## config.mk

```make
export PLATFORM = sky130hd
export DESIGN_NAME = state_display_driver_flat
export DESIGN_NICKNAME = d
export VERILOG_FILES = /design/src/rtl/state_display_if.sv /design/src/rtl/state_display_driver.sv /design/src/flat_wrapper.sv
export SDC_FILE = /design/constraint.sdc
export NUM_CORES = 1
export LEC_CHECK = 0
export ABC_CLOCK_PERIOD_IN_PS = 2400
export CAP_MARGIN = 20
export CORE_MARGIN = 2
export CORE_UTILIZATION = 56
export CTS_CLUSTER_SIZE = 24
export DETAILED_ROUTE_END_ITERATION = 8
export HOLD_SLACK_MARGIN = 0.03
export MAX_ROUTING_LAYER = met4
export PLACE_DENSITY_LB_ADDON = 0.12
export SLEW_MARGIN = 30
export SYNTH_ARGS = -nofsm -noshare
export SYNTH_HDL_FRONTEND = slang
export SYNTH_SLANG_ARGS = --single-unit
```

## constraint.sdc

```tcl
create_clock -name clk -period 2.4 [get_ports clk]
set_input_delay 0.36 -clock clk [delete_from_list [all_inputs] [get_ports clk]]
set_output_delay 0.36 -clock clk [all_outputs]
set_load 0.02 [all_outputs]
```

## src/rtl/state_display_if.sv

```systemverilog
// Bundle between the state FSM / board controls and the 7-segment + LED display driver.
// state_valid is a one-cycle strobe with no ready: state_in is taken on every cycle
// state_valid is high and ignored otherwise; brightness is a level, sampled every clock.
interface state_display_if;
    logic [2:0] state_in;
    logic       state_valid;
    logic [3:0] brightness;
    logic [6:0] seg;
    logic       dp;
    logic [1:0] an;
    logic [7:0] leds;
    logic       changed;

    modport master (
        output state_in, state_valid, brightness,
        input  seg, dp, an, leds, changed
    );

    modport slave (
        input  state_in, state_valid, brightness,
        output seg, dp, an, leds, changed
    );
endinterface

```

## src/rtl/state_display_driver.sv

```systemverilog
// Drives a 2-digit multiplexed 7-segment display ("S" + state number) and a one-hot LED bar,
// with PWM dimming and a timed change flash. Optional DISPLAY_WRAP_FLAG_EN lights dp after a 7->0 step.
module state_display_driver #(
    parameter int REFRESH_DIV = 50000,
    parameter int FLASH_TIME  = 12500000,
    parameter int CNT_W       = 24
) (
    input  logic              clk,
    input  logic              reset,
    state_display_if.slave    disp
);

    logic [2:0]       shown_state;
    logic             digit_sel;
    logic [CNT_W-1:0] refresh_cnt;
    logic [3:0]       pwm_cnt;
    logic [CNT_W-1:0] flash_cnt;

    logic             pwm_on;
    logic             active;
    logic             new_value;
    logic [6:0]       seg_next;
    logic [1:0]       an_next;
    logic [7:0]       leds_next;
    logic             dp_next;

    function automatic logic [6:0] digit_code(input logic [2:0] v);
        case (v)
            3'd0:    digit_code = 7'h40;
            3'd1:    digit_code = 7'h79;
            3'd2:    digit_code = 7'h24;
            3'd3:    digit_code = 7'h30;
            3'd4:    digit_code = 7'h19;
            3'd5:    digit_code = 7'h12;
            3'd6:    digit_code = 7'h02;
            default: digit_code = 7'h78;
        endcase
    endfunction

`ifdef DISPLAY_WRAP_FLAG_EN
    logic wrap_flag;
`endif

    // The change flash overrides dimming so a transition is always visible.
    always_comb begin
        pwm_on    = (pwm_cnt < disp.brightness);
        active    = pwm_on | (flash_cnt != '0);
        new_value = disp.state_valid && (disp.state_in != shown_state);
        seg_next  = digit_sel ? 7'h12 : digit_code(shown_state);
        an_next   = active ? (digit_sel ? 2'b01 : 2'b10) : 2'b11;
        leds_next = active ? (8'd1 << shown_state) : 8'd0;
`ifdef DISPLAY_WRAP_FLAG_EN
        dp_next   = !(wrap_flag && !digit_sel && active);
`else
        dp_next   = 1'b1;
`endif
    end

    always_ff @(posedge clk) begin
        if (reset) begin
            shown_state  <= 3'd0;
            digit_sel    <= 1'b0;
            refresh_cnt  <= '0;
            pwm_cnt      <= 4'd0;
            flash_cnt    <= '0;
            disp.seg     <= 7'h7F;
            disp.dp      <= 1'b1;
            disp.an      <= 2'b11;
            disp.leds    <= 8'd0;
            disp.changed <= 1'b0;
        end else begin
            pwm_cnt <= pwm_cnt + 4'd1;

            if (refresh_cnt == CNT_W'(REFRESH_DIV - 1)) begin
                refresh_cnt <= '0;
                digit_sel   <= ~digit_sel;
            end else begin
                refresh_cnt <= refresh_cnt + 1'b1;
            end

            if (new_value)
                flash_cnt <= CNT_W'(FLASH_TIME);
            else if (flash_cnt != '0)
                flash_cnt <= flash_cnt - 1'b1;

            if (disp.state_valid)
                shown_state <= disp.state_in;

            // Outputs are built from the registered state, giving one cycle after capture.
            disp.seg     <= seg_next;
            disp.dp      <= dp_next;
            disp.an      <= an_next;
            disp.leds    <= leds_next;
            disp.changed <= (flash_cnt != '0);
        end
    end

`ifdef DISPLAY_WRAP_FLAG_EN
    always_ff @(posedge clk) begin
        if (reset)
            wrap_flag <= 1'b0;
        else if (new_value)
            wrap_flag <= (shown_state == 3'd7) && (disp.state_in == 3'd0);
    end
`endif

endmodule

```

## src/flat_wrapper.sv

```systemverilog
// flat-port wrapper written by rule: the top's interface ports become plain ports
module state_display_driver_flat 
#(
    parameter int REFRESH_DIV = 50000,
    parameter int FLASH_TIME  = 12500000,
    parameter int CNT_W       = 24
)
  (clk, reset, disp_state_in, disp_state_valid, disp_brightness, disp_seg, disp_dp, disp_an, disp_leds, disp_changed);
  state_display_if disp_i ();
  input  logic clk;
  input  logic reset;
  input wire logic [$bits(disp_i.state_in)-1:0] disp_state_in;
  input wire logic [$bits(disp_i.state_valid)-1:0] disp_state_valid;
  input wire logic [$bits(disp_i.brightness)-1:0] disp_brightness;
  output wire logic [$bits(disp_i.seg)-1:0] disp_seg;
  output wire logic [$bits(disp_i.dp)-1:0] disp_dp;
  output wire logic [$bits(disp_i.an)-1:0] disp_an;
  output wire logic [$bits(disp_i.leds)-1:0] disp_leds;
  output wire logic [$bits(disp_i.changed)-1:0] disp_changed;
  assign disp_i.state_in = disp_state_in;
  assign disp_i.state_valid = disp_state_valid;
  assign disp_i.brightness = disp_brightness;
  assign disp_seg = disp_i.seg;
  assign disp_dp = disp_i.dp;
  assign disp_an = disp_i.an;
  assign disp_leds = disp_i.leds;
  assign disp_changed = disp_i.changed;
  state_display_driver #(.REFRESH_DIV(REFRESH_DIV), .FLASH_TIME(FLASH_TIME), .CNT_W(CNT_W)) u_core (.clk(clk), .reset(reset), .disp(disp_i));
endmodule
```

== Yosys cells after proc, flatten, opt, wreduce, memory -nomap -nowiden ==
Cells that the tools add are included.

* $add $sub $neg: 3
* Magnitude comparators: 1
* Eq/ne operators: 8
* Shift-type cells: 1
* Mux-type cells: 5
* Bitwise logic cells: 3
* Reduce and logical (&&, ||, !) cells: 8

{| class="wikitable"
|+ Operator list
! cell !! number
|-
| $pmux 7 s7 || 1
|-
| $mux 24 || 2
|-
| $add 24x1->24 const B || 1
|-
| $eq 24x16->1 const B || 1
|-
| $reduce_bool 24->1 || 1
|-
| $sub 24x1->24 const B || 1
|-
| $eq 3x3->1 const B || 3
|-
| $reduce_or 2->1 || 4
|-
| $shl 1x3->8 const A || 1
|-
| $mux 7 || 1
|-
| $eq 3x2->1 const B || 2
|-
| $add 4x1->4 const B || 1
|-
| $lt 4x4->1 || 1
|-
| $eq 3x1->1 const B || 1
|-
| $logic_not 3->1 || 1
|-
| $ne 3x3->1 || 1
|-
| $mux 2 || 1
|-
| $not 1->1 || 2
|-
| $reduce_bool 2->1 || 1
|-
| $logic_and 1x1->1 || 1
|-
| $or 1x1->1 || 1
|}

* Register bits: 74
* Bits of input ports: 10
* Output and inout port bits: 19
* Word-level logic and storage cells: 40

== Longest topological paths before layout ==
* Depth in word-level cells: 4
* Depth in mapped cells: 8
* Gate-level depth less buffers: 7

== Worst setup path before layout ==
No wires, ideal clock.

* Kind: reg2reg
* Start point: register u_core.flash_cnt[0]
* End point: register u_core.flash_cnt[22]
* Setup time: 0.121 ns
* Arrival: 1.839 ns
* Required time: 2.279 ns
* Setup slack: 0.440 ns
* Cell stages (with the launch flop): 8
* Path buffers: 0
* Clock period less this slack: 1.960 ns
* Cells stage by stage: dfxtp_1 inv_1 ha_1 or3b_2 nor2_2 o21ai_1 nor4_2 mux2_2

* Cells in the longest elaborated chain, start to end: 1
* Elaborated cells between the ends (all ways): 2
* Those cells by class: add/sub (1); reduce/logical (1)

{| class="wikitable"
|+ RTL lines
! what !! line !! RTL
|-
| from (decl) || state_display_driver.sv:17 || <nowiki>logic [CNT_W-1:0] flash_cnt;</nowiki>
|-
| from (signal assigned) || state_display_driver.sv:82 || <nowiki>flash_cnt <= CNT_W'(FLASH_TIME);</nowiki>
|-
| from (signal assigned) || state_display_driver.sv:84 || <nowiki>flash_cnt <= flash_cnt - 1'b1;</nowiki>
|-
| $sub 24x1->24 / $reduce_bool 24->1 (equally long branches) || state_display_driver.sv:84, state_display_driver.sv:83 ||
|}

Parallel ways exist; a longest one is shown, timed or not.
A chain may end at the register's enable or synchronous reset.

== Worst setup path after layout ==
Same ends and word-level chain as after synthesis.

==> flow_metrics.py <==
metrics = {
    "timing": {
        "slew_violations": 0,
        "fmax_mhz": 495,
        "hold_violations": 0,
        "finClkSkew_ns": 0.0153,
        "worst_pin_slew_ns": 0.503,
        "setup_tns_ns": 0,
        "min_period_over_period_pct": 84.2,
        "rsz0062_at_grt": "no",
        "period_minus_slack_ns": 2.02,
        "setup_violations": 0,
        "maxSlewHeadroom_pct": 66.4,
    },
    "clocking": {
        "post_cts_buffers": 0,
        "cts_tree": "built",
        "postCtsHoldBufs": 0,
        "cts_resized": 0,
        "insertion_delay_ns": 0.34,
        "htreeDepth": 3,
        "clock-sinks": 74,
        "cts-root-buf": "clkbuf_8",
        "clk_pin_slew_ns": 0.08,
        "cts_made_buffers": 9,
        "clockBufferDepth": 2,
    },
    "final_layout": {
        "layout.area.seq_um2": 1480,
        "syn_to_final_growth_pct": 17.4,
        "nets": 421,
        "antenna_cells": 0,
        "final_cells": 481,
        "post-route-util_pct": 69.1,
        "multiInputGateArea_um2": 1690,
        "nFillCells": 469,
        "drive_gt1_share_pct": 9.78,
    },
    "grt": {
        "grt_pass1_wl_mm": 10.8,
        "grt_use_total_pct": 21.8,
        "grt_pass1_vias": 2444,
        "overflow": 0,
        "grt_max_degree": 33,
        "grt_antenna_before_repair": 0,
    },
    "critical_path": {
        "path_max_fanout": 4,
        "cp-end-kind": "flip-flop",
        "crit_path_start_kind": "flip-flop",
        "r2r_slack_ns": 0.38,
        "worstPathArrival_ns": 2.25,
        "crit_type": "flip-flop to flip-flop",
        "required_ns": 2.63,
    },
    "synth": {
        "synth_edf_count": 0,
        "synth_nets": 389,
        "seq_area_frac_synth_pct": 45.2,
        "synth.distinct_cells": 49,
        "synth.top_cell.area_share_pct": 45.2,
        "synth_top_flop_cell": "dfxtp_1",
        "avgSynthCellArea_um2": 8.82,
        "yosysWarnings": 0,
        "ys_seq_elements": 74,
        "syn-cell-area_um2": 3280,
        "syn_inst": 372,
        "synthTopCellsByArea": "dfxtp_1 (45%), xor2_1 (9.6%), nor2_1 (7.2%), a21oi_1 (3.5%), xnor2_1 (3.2%)",
        "yosys.area.top_type": "dfxtp_1",
        "synth-async-reset-ratio_pct": 0,
    },
    "job": {
        "drv_cap": 0,
    },
    "floorplanning": {
        "rows": 27,
        "core_region_area_um2": 5570,
        "die_y_um": 80.5,
        "pin_count": 29,
        "start_util_pct": 58.9,
        "die_width_um": 80.5,
        "die-area_um2": 6490,
    },
    "place": {
        "dp_hpwl_mm": 4.41,
        "dp_cells": 465,
        "io_buffers": 27,
        "gp_congestion": 0.802,
    },
    "drt": {
        "firstDrtPassIters": 4,
        "remaining_drc_errors": 0,
        "vias_per_cell": 5.33,
        "drt_iter0_drc": 88,
        "wire_per_inst_um": 13.1,
        "final_antenna_net_count": 0,
        "drt_wl_total_mm": 6.32,
        "dr_total_vias": 2566,
    },
    "power_and_ir_drop": {
        "ir_drop_mv": 0.507,
        "p_leak_nw": 1.51,
        "power_density_nw_per_um2": 732,
    },
    "worst_hold_path": {
        "hold_path_class": "flip-flop to flip-flop",
    },
    "status": {
        "outcome": "finished clean",
    },
}
-- power breakdown --
part	switching, mW	total (mW)	internal (mW)
Sequential	0.0711	1.37	1.30
Combinational	0.258	0.473	0.215
Clock	0.490	0.978	0.487
Total	0.819	2.82	2.00
-- worst max-delay path: stages, from the launching register on --
cell and delay (ns):
dfxtp_1 0.33, inv_1 0.11, ha_1 0.20, or3b_2 0.51, nor2_2 0.11, o21ai_1 0.12, nor4_2 0.18, mux2_2 0.36
-- synth_stat cells, types with 3 or more instances --
| master | count |
|---|---|
| dfxtp_1 | 74 |
| nor2_1 | 63 |
| xor2_1 | 36 |
| a21oi_1 | 23 |
| nand2_1 | 20 |
| nand3_1 | 16 |
| xnor2_1 | 12 |
| clkbuf_1 | 10 |
| o21ai_0 | 10 |
| inv_1 | 9 |
| nand4_1 | 9 |
| nor4_1 | 9 |
| nor3_1 | 8 |
| ha_1 | 7 |
| nor2b_1 | 7 |
| a21o_1 | 5 |
| buf_2 | 4 |
| and3_1 | 3 |
| mux2i_1 | 3 |
| nand2b_1 | 3 |
| nand3b_1 | 3 |
| or4_1 | 3 |
-- through the flow --
stage,area [um^2],total power [mW],hold slack (ns),setup slack (ns)
finish,3850,2.82,0.481,0.379
global route,3850,2.96,0.519,0.237
CTS,3850,2.84,0.487,0.387
detailed placement,3650,1.87,0.466,0.129
global placement,3650,1.86,0.445,0.211
floorplan,3280,1.73,0.425,0.440
-- cell families after synthesis --
logic type                 Yosys count  share of synthesized area [%]
buffers and inverters               27                           3.47
and+or+nand+nor                    161                           25.4
other                                1                          0.114
adders and majority gates            7                           2.67
muxes                                4                           1.26
DFF                                 74                           45.2
xor gates and xnor gates            48                           12.8
AOI/OAI and AO/OA                   50                           9.12
-- state kept, by name, summed over array words and instances (netlist names) --
name and flops:
u_core.disp.seg 7, u_core.flash_cnt 24, u_core.pwm_cnt 4, u_core.disp.an 2, u_core.shown_state 3, u_core.digit_sel 1, u_core.refresh_cnt 24, u_core.disp.changed 1
u_core.disp.leds 8
-- cell type report --
class / count / share of cell area (%)
Clock buffer: 9 / 3.22
Clock inverter: 7 / 2.01
Inverter: 9 / 0.877
Multi-Input combinational cell: 271 / 43.7
Sequential cell: 74 / 38.5
Tap cell: 72 / 2.34
Timing Repair Buffer: 39 / 9.35
-- per-layer routing --
metal | GRT usage (%) | wire (um) | vias to the layer above
met1 | 27.0 | 3070 | 1196
met5 | - | 0 | -
met4 | 7.29 | 56 | 0
li1 | - | - | 1327
met2 | 35.2 | 2980 | 37
met3 | 5.17 | 208 | 6
-- final timing paths --
check,depth (start not counted),start,endpoint
max,7,u_core.flash_cnt[0],u_core.flash_cnt[22]
min,1,u_core.refresh_cnt[0],u_core.refresh_cnt[0]
max reg2reg,7,u_core.flash_cnt[0],u_core.flash_cnt[22]
min reg2reg,1,u_core.refresh_cnt[0],u_core.refresh_cnt[0]
-- cell usage in the layout, fill, tap and decap left out, types with 8 or more instances in the layout --
cell type        netlist  layout
nand4_1                9       9
clkdlybuf4s50_1        0      27
o21ai_0               10      10
dfxtp_1               74      74
xor2_1                36      36
xnor2_1               12      12
buf_4                  2      12
nor2_1                63      63
nand3_1               16      16
inv_1                  9       9
clkbuf_8               0       9
nand2_1               20      20
a21oi_1               23      23
nor4_1                 9       9
nor3_1                 8       8
Note: power is estimated with default switching activity, not from simulation.
